`src/rtl/gb_dma_pkg.sv`:
```
// Shared constants and types for the Game Boy OAM DMA engine.
// mirror_page() backs the optional OAM_DMA_ECHO_MIRROR_EN source remap.
package gb_dma_pkg;

  localparam int unsigned OAM_LEN      = 160;
  localparam logic [7:0]  OAM_LAST     = 8'h9F;
  localparam logic [15:0] DMA_REG_ADDR = 16'hFF46;
  localparam logic [15:0] OAM_BASE     = 16'hFE00;

  typedef enum logic [1:0] {
    IDLE,
    START,
    XFER,
    DRAIN
  } dma_state_t;

  // Pages E0-FF alias echo RAM / IO; fold them back onto WRAM (C0-DF).
  function automatic logic [7:0] mirror_page(input logic [7:0] page);
    return (page >= 8'hE0) ? page - 8'h20 : page;
  endfunction

endpackage

```
`src/rtl/oam_dma_controller.sv`:
```
// OAM DMA engine: copies {page,00}..{page,9F} into OAM, one byte per M-cycle tick.
// Build option OAM_DMA_ECHO_MIRROR_EN remaps source pages E0-FF to page - 0x20.
module oam_dma_controller
  import gb_dma_pkg::*;
(
  input  logic        i_Clk,
  input  logic        i_Rst,
  input  logic        i_Enable,
  input  logic        i_Reg_Write,
  input  logic [7:0]  i_Reg_Data,
  output logic [7:0]  o_Reg_Data,
  output logic [15:0] o_Src_Address,
  output logic        o_Src_Read,
  input  logic [7:0]  i_Src_Data,
  output logic [7:0]  o_OAM_Address,
  output logic [7:0]  o_OAM_Data,
  output logic        o_OAM_Write,
  output logic        o_Busy
);

  dma_state_t state;
  logic [7:0] idx;
  logic       pending;
  logic [7:0] pend_idx;
  logic [7:0] src_page;

`ifdef OAM_DMA_ECHO_MIRROR_EN
  assign src_page = mirror_page(o_Reg_Data);
`else
  assign src_page = o_Reg_Data;
`endif

  always_ff @(posedge i_Clk) begin
    if (i_Rst) begin
      state         <= IDLE;
      idx           <= 8'h00;
      pending       <= 1'b0;
      pend_idx      <= 8'h00;
      o_Reg_Data    <= 8'hFF;
      o_Src_Address <= 16'h0000;
      o_Src_Read    <= 1'b0;
      o_OAM_Address <= 8'h00;
      o_OAM_Data    <= 8'h00;
      o_OAM_Write   <= 1'b0;
      o_Busy        <= 1'b0;
    end else if (i_Enable) begin
      // A byte read last tick lands now in whatever busy state we are in.
      o_OAM_Write <= pending;
      if (pending) begin
        o_OAM_Address <= pend_idx;
        o_OAM_Data    <= i_Src_Data;
      end
      o_Src_Read <= 1'b0;
      pending    <= 1'b0;

      unique case (state)
        IDLE: ;
        START: state <= XFER;
        XFER: begin
          o_Src_Read    <= 1'b1;
          o_Src_Address <= {src_page, idx};
          pending       <= 1'b1;
          pend_idx      <= idx;
          if (idx == OAM_LAST) state <= DRAIN;
          else                 idx   <= idx + 8'd1;
        end
        DRAIN: begin
          state  <= IDLE;
          o_Busy <= 1'b0;
        end
      endcase

      // NOTE: the last non-blocking assignment wins, so a re-trigger overrides the
      // state/idx update above while the read and write issued this tick still go out.
      if (i_Reg_Write) begin
        o_Reg_Data <= i_Reg_Data;
        idx        <= 8'h00;
        state      <= START;
        o_Busy     <= 1'b1;
      end
    end
  end

endmodule

```
`config.mk`:
```
export PLATFORM = sky130hd
export DESIGN_NAME = oam_dma_controller
export DESIGN_NICKNAME = d
export VERILOG_FILES = /design/src/rtl/gb_dma_pkg.sv /design/src/rtl/oam_dma_controller.sv
export SDC_FILE = /design/constraint.sdc
export NUM_CORES = 1
export LEC_CHECK = 0
export CAP_MARGIN = 5
export CORE_UTILIZATION = 49
export DETAILED_ROUTE_END_ITERATION = 7
export PLACE_DENSITY = 0.83
export SYNTH_ARGS = -nofsm -noshare
export SYNTH_HDL_FRONTEND = slang
export SYNTH_SLANG_ARGS = --single-unit
```
`constraint.sdc`:
```
create_clock -name i_Clk -period 2.45 [get_ports i_Clk]
set_input_delay 0.49 -clock i_Clk [delete_from_list [all_inputs] [get_ports i_Clk]]
set_output_delay 0.49 -clock i_Clk [all_outputs]
set_load 0.02 [all_outputs]
```
Word level (Yosys, flattened, before mapping)

Cells that the tools add are included.

Bits of input ports: 20
Output and inout port bits: 43
Register bits: 61

Multiplexer cells: 9
Add/sub/neg operators: 1
Reductions and logical operators: 9
Eq/ne operators: 6

Operators by type and width:

| operator            | count |
|---|---|
| $mux 8              | 3 |
| $add 8x1->8 const B | 1 |
| $eq 8x8->1 const B  | 1 |
| $reduce_and 2->1    | 4 |
| $pmux 2 s3          | 1 |
| $reduce_and 3->1    | 2 |
| $eq 2x2->1 const B  | 2 |
| $mux 2              | 2 |
| $reduce_bool 2->1   | 2 |
| $reduce_bool 4->1   | 1 |
| $mux 1              | 3 |
| $ne 3x3->1 const B  | 1 |
| $eq 2x1->1 const B  | 1 |
| $ne 2x2->1 const B  | 1 |

Logic depth before layout (Yosys ltp)

Depth after elaboration: 4
Mapped depth: 7
Depth with buffers taken out: 6

Least setup slack after synthesis

No wires, ideal clock.

Kind: register to register
Start point: register state[0]
End point: register idx[0]
Data arrival time: 1387 ps
Clock period less this slack: 1482 ps
Stages on the path, launching flop included: 8
Path buffers: 1
Setup slack: 968 ps
Cell sequence: dfxtp_1 inv_1 ha_1 and2_1 buf_4 o31ai_1 or4_1 o311ai_1

Word-level cells in the longest chain between the ends: 3

RTL lines:

| element                     | line                     | text |
|---|---|---|
| start: declaration          | oam_dma_controller.sv:21 | `dma_state_t state;` |
| start signal: assignment    | oam_dma_controller.sv:35 | `state <= IDLE;` |
| start signal: assignment    | oam_dma_controller.sv:58 | `START: state <= XFER;` |
| start signal: assignment    | oam_dma_controller.sv:64 | `if (idx == OAM_LAST) state <= DRAIN;` |
| $eq 2x2->1                  | oam_dma_controller.sv:56 | `unique case (state)` |
| $reduce_bool 2->1 (no line) | n/a                      |  |
| $reduce_and 3->1 (no line)  | n/a                      |  |
| end signal: assignment      | oam_dma_controller.sv:65 | `else idx <= idx + 8'd1;` |
| end: declaration            | oam_dma_controller.sv:22 | `logic [7:0] idx;` |

No other way between the ends.
A chain may end at the register's enable or synchronous reset.

==> metrics <==
Layout Utilization=70.41%; DR vias=1929; RSZ-0062 raised after global routing=no; share of post-route cells with drive strength above 1=6.013%; Hold Startpoint=o_OAM_Data[5]; cell chain of the critical path=clkdlybuf4s50_1; worst skew pair latency=0.31 ns; P_sw=0.0003843 W; core area=0.004000 sq mm; fin. max-slew vios=0; Die Wd=66.67 um; Root Driver=clkbuf_8; CP Launch Type=flip-flop; Critical Path End Type=output port; Worst-path clk slew=0.09 ns; Switching Share=24.35%; fillers=338; floorplan row count=23; setup repair bufs after CTS=0; Setup Viol. Count Final=0; Post-Syn Area per Cell=8.101 sq um; Leakage=0.9978 nW; IO Count=63; WS Path Type=reg2out; Distinct cells, synth=32; crit-path max FO=4; setup tns final=0 ns; clk buf depth=2; global route total overflow=0; Req. time, crit path=1.96 ns; Gate power share=10.9%; post-synthesis cell count=253; status=finished, final reports clean; Seq/Total Area, Yosys=51.77%; VDD IR max=373.8 uV; Inst Count DP=358; worst r2r src=idx[0]; PortBufs=62; Hold WC Path Type=reg2reg; Max Cap Viol=0; total track usage=23.95%; crit-path leading delay family=buffers and inverters; Buf/Inv on CP=1; Pre-antenna DRT Iters=4; Max-slew headroom=60.63%; area share of the largest cell type after synthesis=51.77%; DRT iter0 DRCs=103; cell taking the most area after synthesis=dfxtp_1; Worst Tran Pin Value=0.5905 ns; reg2reg end=state[1]; maximum clock rate=545.4 MHz; Hold Vio Cnt, Final=0; Post-DRT Antenna Nets=0; DIE AREA=0.004445 sq mm; worst hold stages=2; RePlAce Congestion=0.8257; Final WS setup=0.6163 ns; Avg WL per Cell=13.09 um; internal power=0.001194 W; clock power share=32.3%; Worst Path Arrival=1.34 ns; Ant. Diodes=0; CTS Hold Bufs=0; # nets final=338; area delta synth->final=37.42%; DRC=0; routed wire length=4790 um; synth top area cells=dfxtp_1 (52%), nand2_1 (15%), a21oi_1 (8.8%); fin crit period=1.834 ns; syn nets=276; pwr dens=560.3 mW/mm^2; Num CTS Buffers=5; Yosys reg bits=53; Die Height=66.67 um; largest net degree at the start of global routing=19; post-CTS sizing=0; Starting Density=51.24%; initial antenna violation count=0; hold path endpoint=o_OAM_Data[5]; worst-case reg-to-reg path depth=5; number of global-route vias before repair=1779; max incr delay on CP=0.66 ns; Layout Skew=0.008252 ns; Synth Cell Area=0.002049 sq mm; hpwl dp=3475 um; CTS tree=built; Vias/cell=5.270; fin crit share=74.84%; fin cells=366; total clock sinks=53; register share of total power=56.8%; Ys Warns=0; worst slack, placed=0.3159 ns; Worst R2R Setup Slack=0.73 ns; Worst path slowest cell=clkdlybuf4s50_1; H-tree levels=2; first-pass GRT wire length=8073 um
-- stage by stage --
stage          cell area, sq um  total power, W  hold slack [ns]
3_3_place_gp               2720        0.001084           0.4400
4_1_cts                    2816        0.001592           0.4631
2_1_floorplan              2049        0.001001           0.4683
6_report                   2816        0.001578           0.4600
3_5_place_dp               2720        0.001088           0.4492
5_1_grt                    2816        0.001645           0.4829
-- registers in the layout, summed over array words and instances (netlist names) --
name,flops
o_Reg_Data,8
o_OAM_Address,8
state,2
o_OAM_Data,8
o_Src_Address,16
idx,8
pending,1
o_Busy,1
o_OAM_Write,1
-- routing by layer --
layer  part of all wire, %  routed length [um]  GRT usage [%]
met2                    47                2251          39.65
met3                   5.7                 275          6.507
met5                     0                   0              0
met4                   1.5                  74          9.043
met1                    46                2189          29.29
-- power by group through the flow --
stage / Sequential, W / Combinational, W / Clock [W]
after global routing: 0.000900 / 0.000189 / 0.000557
after global placement: 0.000916 / 0.000168 / 0
after CTS: 0.000897 / 0.000172 / 0.000523
after floorplan: 0.000933 / 0.0000674 / 0
after detailed placement: 0.000917 / 0.000171 / 0
final: 0.000897 / 0.000171 / 0.000510
-- cell type report --
| type | count | area (sq um) | area share (%) |
|---|---|---|---|
| Timing Repair Buffer | 68 | 665.6 | 23.63 |
| Multi-Input combinational cell | 182 | 912.1 | 32.39 |
| Clock inverter | 2 | 13.76 | 0.4887 |
| Tap cell | 50 | 62.56 | 2.221 |
| Clock buffer | 6 | 82.58 | 2.932 |
| Inverter | 5 | 18.77 | 0.6664 |
| Sequential cell | 53 | 1061 | 37.67 |
-- cell usage in the layout (no fill, tap or decap), drive strengths merged --
master	n
a21oi	36
a311oi	2
a31oi	4
and2	2
and3	1
buf	6
clkbuf	6
clkdlybuf4s50	62
clkinv	3
dfxtp	53
ha	3
inv	4
mux2i	2
nand2	81
nand2b	6
nand3	18
nand3b	2
nand4	4
nor2	7
nor3	1
nor4	1
o21ai	2
o311ai	3
o31ai	1
or2	2
or4	1
xnor2	1
xor2	2
-- worst max path at each step --
stage,from,endpoint,slack (ns),cells after the start
after global routing,idx[0],idx[1],0.54,5
after detailed placement,i_Enable,o_Src_Address[11],0.32,5
after CTS,pending,o_Src_Read,0.60,1
after global placement,i_Enable,o_Src_Address[15],0.42,5
after floorplan,state[0],idx[0],0.97,7
final,pending,o_Src_Read,0.62,1
-- synth_stat cells, drive strengths merged --
master  number
nand2       81
dfxtp       53
a21oi       36
nand3       18
clkbuf       7
nor2         7
buf          6
nand2b       6
a31oi        4
inv          4
nand4        4
ha           3
o311ai       3
a311oi       2
and2         2
mux2i        2
nand3b       2
o21ai        2
or2          2
xor2         2
and3         1
clkinv       1
nor3         1
nor4         1
o31ai        1
or4          1
xnor2        1
-- worst reg2reg max path: cells and delay by family (launching register included) --
kind	cells	cell delay, ns
flip-flops	1	0.44
adder cells (fa/ha/maj)	1	0.27
AO/OA/AOI/OAI	3	0.76
AND/OR/NAND/NOR	1	0.15
-- kinds of logic (layout without fill, tap and decap cells) --
logic type,Yosys count,after routing,synth area share (%)
mux,2,2,0.9768
compound gates,48,48,13.37
flops,53,53,51.77
fa+ha+maj,3,3,1.832
simple gates,126,126,27.05
buf+inv,18,81,3.724
xor+xnor,3,3,1.282
No activity file was read; power rests on OpenSTA's default activity.
